File: config.mk
export PLATFORM = sky130hd
export DESIGN_NAME = mem_arbiter
export DESIGN_NICKNAME = d
export VERILOG_FILES = /design/src/rtl/mem_arbiter.sv
export SDC_FILE = /design/constraint.sdc
export NUM_CORES = 1
export LEC_CHECK = 0
export ABC_AREA = 1
export BUFFER_PORTS_ARGS = -buffer_cell sky130_fd_sc_hd__buf_2
export CAP_MARGIN = 10
export CORE_AREA = 2 2 103 105
export CTS_BUF_LIST = sky130_fd_sc_hd__clkbuf_8 sky130_fd_sc_hd__clkbuf_16
export DETAILED_ROUTE_END_ITERATION = 8
export DIE_AREA = 0 0 105 107
export MAX_ROUTING_LAYER = met4
export PLACE_DENSITY = 0.5
export SYNTH_ARGS = -nofsm -noshare
export SYNTH_HDL_FRONTEND = slang
export SYNTH_SLANG_ARGS = --single-unit
File: constraint.sdc
create_clock -name CLK -period 2.4 [get_ports CLK]
set_input_delay 0.36 -clock CLK [delete_from_list [all_inputs] [get_ports CLK]]
set_output_delay 0.36 -clock CLK [all_outputs]
set_load 0.02 [all_outputs]
File: src/rtl/mem_arbiter.sv
// Arbitrates icache/dcache single-word requests onto one RAM port, dcache first.
// Define ARB_FAIR_EN to cap consecutive dcache grants while the icache is waiting.
module mem_arbiter #(
    parameter int ADDR_W      = 32,
    parameter int DATA_W      = 32,
    parameter int MAX_DSTREAK = 4
) (
    input  logic              CLK,
    input  logic              RST,
    input  logic              iREN,
    input  logic [ADDR_W-1:0] iaddr,
    output logic              iwait,
    output logic [DATA_W-1:0] iload,
    input  logic              dREN,
    input  logic              dWEN,
    input  logic [ADDR_W-1:0] daddr,
    input  logic [DATA_W-1:0] dstore,
    output logic              dwait,
    output logic [DATA_W-1:0] dload,
    output logic              ramREN,
    output logic              ramWEN,
    output logic [ADDR_W-1:0] ramaddr,
    output logic [DATA_W-1:0] ramstore,
    input  logic [DATA_W-1:0] ramload,
    input  logic [1:0]        ramstate
);
    typedef enum logic [1:0] {
        IDLE   = 2'd0,
        IGRANT = 2'd1,
        DGRANT = 2'd2
    } state_t;

    localparam logic [1:0] RAM_ACCESS = 2'd2;

    if (MAX_DSTREAK < 1 || MAX_DSTREAK > 7) begin : g_streak_range
        $error("mem_arbiter: MAX_DSTREAK must lie in 1..7");
    end

    state_t state_r;
    state_t next_state_s;
    logic   d_req_s;
    logic   access_s;
    logic   fair_turn_s;

    assign d_req_s  = dREN | dWEN;
    assign access_s = (ramstate == RAM_ACCESS);

    // Load data is a pure pass-through; the wait lines qualify it.
    assign iload = ramload;
    assign dload = ramload;

`ifdef ARB_FAIR_EN
    logic [2:0] streak_r;
    logic       i_done_s;
    logic       d_done_s;

    assign i_done_s    = (state_r == IGRANT) & iREN & access_s;
    assign d_done_s    = (state_r == DGRANT) & d_req_s & access_s;
    assign fair_turn_s = iREN & (streak_r >= 3'(MAX_DSTREAK));

    // Dcache completions in a row while the icache waits; saturates at 7.
    always_ff @(posedge CLK) begin
        if (RST) begin
            streak_r <= 3'd0;
        end else if (i_done_s) begin
            streak_r <= 3'd0;
        end else if (d_done_s && iREN) begin
            streak_r <= (streak_r == 3'd7) ? 3'd7 : streak_r + 3'd1;
        end else if (d_done_s) begin
            streak_r <= 3'd0;
        end else begin
            streak_r <= streak_r;
        end
    end
`else
    assign fair_turn_s = 1'b0;
`endif

    // Grant state register.
    always_ff @(posedge CLK) begin
        if (RST) begin
            state_r <= IDLE;
        end else begin
            state_r <= next_state_s;
        end
    end

    // Arbitration and release; a withdrawn request releases the port immediately.
    always_comb begin
        next_state_s = state_r;
        case (state_r)
            IDLE: begin
                if (d_req_s && !fair_turn_s) begin
                    next_state_s = DGRANT;
                end else if (iREN) begin
                    next_state_s = IGRANT;
                end else begin
                    next_state_s = IDLE;
                end
            end
            IGRANT: begin
                if (!iREN || access_s) begin
                    next_state_s = IDLE;
                end else begin
                    next_state_s = IGRANT;
                end
            end
            DGRANT: begin
                if (!d_req_s || access_s) begin
                    next_state_s = IDLE;
                end else begin
                    next_state_s = DGRANT;
                end
            end
            default: next_state_s = IDLE;
        endcase
    end

    // RAM strobes and wait lines; reset and withdrawal both look like IDLE.
    always_comb begin
        ramREN   = 1'b0;
        ramWEN   = 1'b0;
        ramaddr  = {ADDR_W{1'b0}};
        ramstore = {DATA_W{1'b0}};
        iwait    = 1'b1;
        dwait    = 1'b1;
        if (RST) begin
            ramREN = 1'b0;
            ramWEN = 1'b0;
        end else begin
            case (state_r)
                IGRANT: begin
                    if (iREN) begin
                        ramREN  = 1'b1;
                        ramaddr = iaddr;
                        iwait   = ~access_s;
                    end else begin
                        ramREN = 1'b0;
                    end
                end
                DGRANT: begin
                    if (dWEN) begin
                        ramWEN   = 1'b1;
                        ramstore = dstore;
                        ramaddr  = daddr;
                        dwait    = ~access_s;
                    end else if (dREN) begin
                        ramREN  = 1'b1;
                        ramaddr = daddr;
                        dwait   = ~access_s;
                    end else begin
                        ramREN = 1'b0;
                    end
                end
                default: begin
                    ramREN = 1'b0;
                    ramWEN = 1'b0;
                end
            endcase
        end
    end
endmodule

* Word-level counts from Yosys, hierarchy flattened *
Cells that the tools add are included.

word-level totals
  flip-flop bits (word level) = 2
  bits of input ports = 135
  output and inout port bits = 132
  logic and storage cells = 39

cells by class
  equality and inequality tests = 3
  mux-type cells = 28
  bitwise operators = 2
  reductions and logical operators = 5

operator list
  kind                  number
  $mux W32              7
  $pmux W32 S2          1
  $mux W1               16
  $pmux W2 S3           1
  $eq A2 B2 Y1 const B  2
  $mux W2               2
  $eq A2 B1 Y1 const B  1
  $logic_not A1 Y1      2
  $logic_not A2 Y1      1
  $logic_or A1 B1 Y1    2
  $pmux W1 S2           1
  $not A1 Y1            1
  $or A1 B1 Y1          1

* Longest topological paths before layout *
Gate-level depths: netlist of the first run.

  depth in word-level cells = 6
  gate-level depth with buffers = 8
  mapped depth without buffers = 6

* Least setup slack after synthesis of the first run *
Ideal clock, no wire load.

  path kind = register to output
  start = register state_r[0]
  end = output port ramaddr[11]
  arrival time = 1325 ps
  data required time = 2040 ps
  path slack = 715 ps
  cell stages (with the launch flop) = 6
  buffers on the path = 1
  cell sequence = dfxtp_1 -> inv_1 -> ha_1 -> nand2_1 -> buf_4 -> a21oi_1

between the ends
  cells in the longest elaborated chain, start to end = 3
  elaborated cells on any way between the ends = 4
  classes of those cells = 2 x eq/ne; 2 x mux

ends and longest elaborated chain
  what                                          RTL line  source
  start: declaration                            39        state_t state_r;
  start signal: assignment                      84        state_r <= next_state_s;
  $eq A2 B2 Y1 or $eq A2 B1 Y1 (tied branches)  131       case (state_r)
  $pmux W32 S2 *                                131
  $mux W32 *                                    127       if (RST) begin
  end: declaration                              22        output logic [ADDR_W-1:0] ramaddr,

Mark *: on every way between the ends. The rest lies on a longest branch, timed or not.

* Worst setup path after layout of the first run *
  start = register state_r[1]
  end = output port ramaddr[2]

The elaborated chain is that of the path after synthesis.

==> metrics.txt, run 1 <==
Tcrit/Tclk final=0.902; CP Data Required Time=2.04 ns; Critical R2R Capture=state_r[1]; FFs w/ async S/R, synth=0; Antenna diodes=0; max FFs per register=2; vias per cell=3.79; area of the die=11,200 sq um; routed length per instance=10.7 um; post-synthesis sequential area ratio=0.0222; # fillers=1,216; Syn Area/Cell=5.24 sq um; largest net degree at the start of global routing=35; Peak Freq=0.462 GHz; post-DP HPWL=5.00 mm; largest registers=state_r x2; worst r2r path cells=5; DR vias=2,181; cell taking the most area after synthesis=buf_4; buffer count from post-CTS setup fixing=0; Layout Skew=0.00316 ns; Slew @ Worst Pin=0.577 ns; Mapped Cells=344; status=complete, no violations; post-CTS resize count=0; Post-synth EDFFs=0; Synth Register Bits=2; clk_lat worst skew=0.21 ns; Std-Cell Rows=37; power per cell area=200 nW/um^2; pre-CTS worst setup slack=0.427 ns; ratio of cells with drive above 1 in the final layout=0.451; Root Buffer=clkbuf_8; GRT Overall Usage=0.104; CTS tree=yes; Setup CP Type=reg -> out; synth unique cells=15; hold endpoint=state_r[0]; Core Box Area=10,100 sq um; setup ws final=0.235 ns; HP Start=dREN; Reg-to-Reg Start=state_r[0]; largest reg by FF count=state_r; DRT Wirelength=6.12 mm; PortBufs=170; vias in the first global route=2,007; Slew Viols, Final=0; leakage power=1.61 nW; Sink Count=2; critical-path maximum fanout=32; Area growth, synth to finish=26.3%; VDD IR max=139 uV; Final Hold Fails=0; RSZ-0062 raised after global routing=no; ys flop type=dfxtp_1; relative slew slack=0.615; Worst Hold Depth=4; global placer's final weighted congestion=0.677; Die Ht=107 um; launching element type of the critical path=register; dominant cells by area after synthesis=buf_4 30%, nand2_1 22%, inv_1 15%; fin crit period=2.17 ns; Clock transition at path regs=0.03 ns; first-pass GRT wire length=9.22 mm; yosys warns=0; DRC=0; Post-synth top cells=104 x nand2_1, 74 x inv_1, 71 x buf_4; Boundary Pins=267; nature of the critical path endpoint=output port; Starting Density=0.179; Synth top area share=0.295; Critical Path AT=1.81 ns; Iter 0 DRT Violations=79; most frequent cell after synthesis=nand2_1; setup tns final=0 ns; Pre-antenna DRT Iters=6; H-tree depth=1; hold crit path type=in -> reg; final setup vio count=0; gr ovfl total=0; synthesized cell area=1800 sq um; Routed Antenna Nets=0; clk buf depth=2; initial antenna violation count=0; Syn Nets=484; Tot Pwr=0.456 mW; Final Net Count=581; Hold-fix buffers, CTS=0; TritonCTS buffer count=3; Die W=105 um; FF-to-FF setup slack=1.13 ns; number of max-cap violations=0
-- metrics by stage --
stage / cell area, sq um / hold WS (ns) / std cells / utilization
floorplan: 1800 / 0.504 / 344 / -
global placement: 2240 / 0.664 / 572 / 0.222
detailed placement: 2240 / 0.671 / 572 / 0.222
CTS: 2280 / 0.455 / 575 / 0.226
global route: 2280 / 0.476 / 575 / 0.226
finish: 2280 / 0.463 / 575 / 0.226
-- where the power goes --
part	leakage, nW	switching (mW)	total [mW]	internal [mW]
sequential	0.0165	0.00211	0.0379	0.0358
clock	0.0216	0.0237	0.129	0.106
combinational	1.57	0.171	0.289	0.118
-- placed cells by master (no fill, tap or decap), drive strengths merged --
cell type and count:
nand3 3, clkbuf 3, buf 172, dfxtp 2
a21oi 35, nor2 36, nand2 106, ha 5
inv 77
-- logic make-up after synthesis --
family,count (synthesis),share of synthesized area
buf+inv,157,0.501
simple gates,145,0.330
compound gates,35,0.112
fa+ha+maj,5,0.0347
flops,2,0.0222
-- routing by layer --
metal | part of all wire | wire length (um) | GRT usage | vias up
met5 | 0 | 0 | - | -
met4 | 0.039 | 239 | 0.0495 | 0
met3 | 0.099 | 609 | 0.0280 | 26
met2 | 0.44 | 2720 | 0.173 | 141
met1 | 0.42 | 2550 | 0.116 | 905
li1 | - | - | - | 1109
-- cell type report --
cell class / count / area (sq um) / share of cell area
inverters: 77 / 289 / 0.127
well taps: 136 / 170 / 0.0747
flip-flops and latches: 2 / 40.0 / 0.0176
clock buffers: 3 / 41.3 / 0.0181
multi-input cells: 185 / 860 / 0.377
repair buffers: 172 / 878 / 0.386
-- worst max-delay path: stages, from the launching register on --
cell and delay, ns:
dfxtp_1 0.32, inv_1 0.11, ha_1 0.16, nand2_1 0.06, inv_2 0.43, nand2_1 0.10
a21oi_1 0.22, buf_2 0.20
-- worst max path at each step --
stage | from | end | slack (ns) | depth (start not counted)
6_report | state_r[1] | ramaddr[2] | 0.23 | 7
5_1_grt | state_r[1] | ramaddr[2] | 0.08 | 7
4_1_cts | state_r[1] | ramaddr[2] | 0.20 | 7
3_5_place_dp | state_r[1] | ramaddr[2] | 0.43 | 7
3_3_place_gp | state_r[1] | ramaddr[2] | 0.47 | 7
2_1_floorplan | state_r[0] | ramaddr[11] | 0.71 | 5
Power figures use the tool's default switching activity.
==> run 2: changes to the inputs <==
- ABC_AREA: 1 -> unset
- CORE_AREA: 2 2 103 105 -> 2 2 105 107
- DIE_AREA: 0 0 105 107 -> 0 0 107 109
- PLACE_DENSITY: 0.5 -> 0.43
==> metrics.txt, run 2 <==
Worst Setup SP=state_r[0]; Critical R2R Capture=state_r[0]; hold crit path type=in -> reg; Post-Synth Adder-Cell Area=0.0486 (+0.0139); commonest non-fill, non-tap cell in the layout=buf_2; power per cell area=195 nW/um^2 (-2.8%); RSZ-0062 raised after global routing=no; HP Start=RST; Iter 0 DRT Violations=53 (-33%); Peak Freq=0.456 GHz (-1.3%); global placer's final weighted congestion=0.714 (+5.4%); routed length per instance=10.4 um (-2.5%); CP cell instances=inv_1 -> ha_1 -> nand2b_4 -> nor2_2 -> buf_4 -> a22o_2 -> buf_2; yosys warns=0 (unchanged); Post-synth EDFFs=0 (unchanged); FF-to-FF setup slack=1.33 ns (+0.20 ns); vias in the first global route=1,375 (-31%); Worst Setup EP=ramaddr[20]; Boundary Pins=267 (unchanged); Synth Register Bits=2 (unchanged); worst r2r path cells=4 (-1); commonest non-fill, non-tap cells in the layout=170 x buf_2, 32 x and2_1, 28 x a22o_2; Root Buffer=clkbuf_8; Starting Density=0.121 (-0.0573); synth unique cells=22 (+7); status=complete, no violations; largest reg by FF count=state_r; vias per cell=3.60 (-5.0%); Non-Filler Instances=407 (-29%); Std-Cell Rows=38 (+2.7%); PortBufs=170 (unchanged); DRT Wirelength=4.23 mm (-31%); first-pass GRT wire length=5.61 mm (-39%); number of max-cap violations=0 (unchanged); post-synthesis mux area share=0 (unchanged); CTS tree=yes; largest family of logic cells by synthesized area=buffers and inverters; relative slew slack=0.748 (+0.133); Core Box Area=10,600 sq um (+5.1%); Final Hold Fails=0 (unchanged); Syn Nets=304 (-37%); synthesized cell area=1290 sq um (-29%); Cell Count Post-Placement=404 (-29%); Post-synth top cells=64 x buf_4, 32 x and2_1, 28 x a22o_2; GRT Overall Usage=0.0640 (-0.0399); gr ovfl total=0 (unchanged); nature of the critical path endpoint=output port; Routed Antenna Nets=0 (unchanged); buffer count from post-CTS setup fixing=0 (unchanged); Hold-fix buffers, CTS=0 (unchanged); Simple-Gate Fraction of Synth Area=0.235 (-0.0949); Tcrit/Tclk final=0.914 (+0.0122); area of the die=11,700 sq um (+3.8%); Setup CP Type=reg -> out; Die Ht=109 um (+1.9%); Sink Count=2 (unchanged); Clock transition at path regs=0.03 ns (about the same); Tot Pwr=0.360 mW (-21%); Compound-Gate Fraction of Synth Area=0.259 (+0.147); number of stages on the worst setup path=7 (unchanged); Layout Skew=0.00135 ns (-0.00180 ns); Slew @ Worst Pin=0.376 ns (-0.201 ns); Pre-antenna DRT Iters=2 (-4); clk_lat worst skew=0.21 ns (about the same); setup tns final=0 ns (unchanged); Critical Path AT=1.83 ns (+0.02 ns); largest registers=state_r x2; Area growth, synth to finish=43.5%; Slew Viols, Final=0 (unchanged); dominant cells by area after synthesis=buf_4 37%, a22o_2 22%, and2_1 16%; TritonCTS buffer count=3 (unchanged); Syn Area/Cell=7.85 sq um (+50%); XOR/XNOR Fraction of Synth Area=0 (unchanged); Die W=107 um (+1.9%); cell taking the most area after synthesis=buf_4; initial antenna violation count=0 (unchanged); critical-path maximum fanout=32 (unchanged); pre-CTS worst setup slack=0.406 ns (-0.0210 ns); VDD IR max=83.2 uV (-40%); leakage power=1.12 nW (-31%); post-synthesis sequential area ratio=0.0311 (+0.00891); fin util=0.174 (-0.0515); Synth top area share=0.373 (+0.0778); fin crit period=2.19 ns (+0.0294 ns); FFs w/ async S/R, synth=0 (unchanged); clk buf depth=2 (unchanged); post-DP HPWL=3.67 mm (-27%); ys flop type=dfxtp_1; Crit path max-delay family=buffers and inverters; post-CTS resize count=0 (unchanged); H-tree depth=1 (unchanged); launching element type of the critical path=register; CP Data Required Time=2.04 ns (about the same); DRC=0 (unchanged); Critical Path Max Stage Delay=0.37 ns (-0.06 ns); Antenna diodes=0 (unchanged); final setup vio count=0 (unchanged); max FFs per register=2 (unchanged); most frequent cell after synthesis=buf_4; slowest CP cell=dfxtp_1; Reg-to-Reg Start=state_r[1]; Final Net Count=409 (-30%); largest net degree at the start of global routing=34 (-2.9%); WP buf/inv=3 (unchanged); DR vias=1,467 (-33%); setup ws final=0.205 ns (-0.0294 ns); Mapped Cells=164 (-52%); ratio of cells with drive above 1 in the final layout=0.775 (+0.324)
==> run 2: cell types whose count changed after synthesis, moves of 9 or more <==
cell / previous run / this run
a22o_2: 0 / 28
a21oi_1: 28 / 2
nor2_2: 10 / 1
nand2_1: 104 / 3
inv_1: 74 / 2
nor2_1: 25 / 3
and2_1: 0 / 32
==> run 2: metal layers <==
| metal | routed length, um | GRT usage | vias to the layer above |
|---|---|---|---|
| li1 | - | - | 700 |
| met4 | 86 | 0.0288 | 0 |
| met1 | 1130 | 0.0390 | 616 |
| met2 | 2340 | 0.145 | 139 |
| met5 | 0 | - | - |
| met3 | 667 | 0.0221 | 12 |
==> run 2: how the worst min path moves through the flow <==
stage | endpoint | cells after the start
2_1_floorplan | state_r[1] | 1
3_3_place_gp | state_r[1] | 2
3_5_place_dp | state_r[1] | 2
4_1_cts | state_r[1] | 2
5_1_grt | state_r[1] | 2
6_report | state_r[1] | 2
==> run 2: kinds of logic after synthesis <==
logic type | after synthesis
AOI/OAI and AO/OA | 35
adders and majority gates | 5
DFF | 2
buffers and inverters | 75
and+or+nand+nor | 47
==> run 2: layout make-up <==
class / count / area, sq um
timing repair buffer: 173 / 886
multi-input combinational: 87 / 698
inverter: 2 / 7.51
sequential: 2 / 40.0
tap: 140 / 175
fill: 1185 / 8750
clock buffer: 3 / 41.3
==> run 2: metrics by stage <==
step,hold slack [ns],instance area (sq um)
floorplan,0.439,1290
global placement,0.614,1810
detailed placement,0.617,1810
CTS,0.399,1850
global route,0.408,1850
finish,0.399,1850
==> run 2: power by group <==
group	leakage [nW]	internal (mW)	switching, mW
Clock	0.0216	0.106	0.0248
Combinational	1.08	0.101	0.0904
Sequential	0.0165	0.0357	0.00185
Total	1.12	0.243	0.117
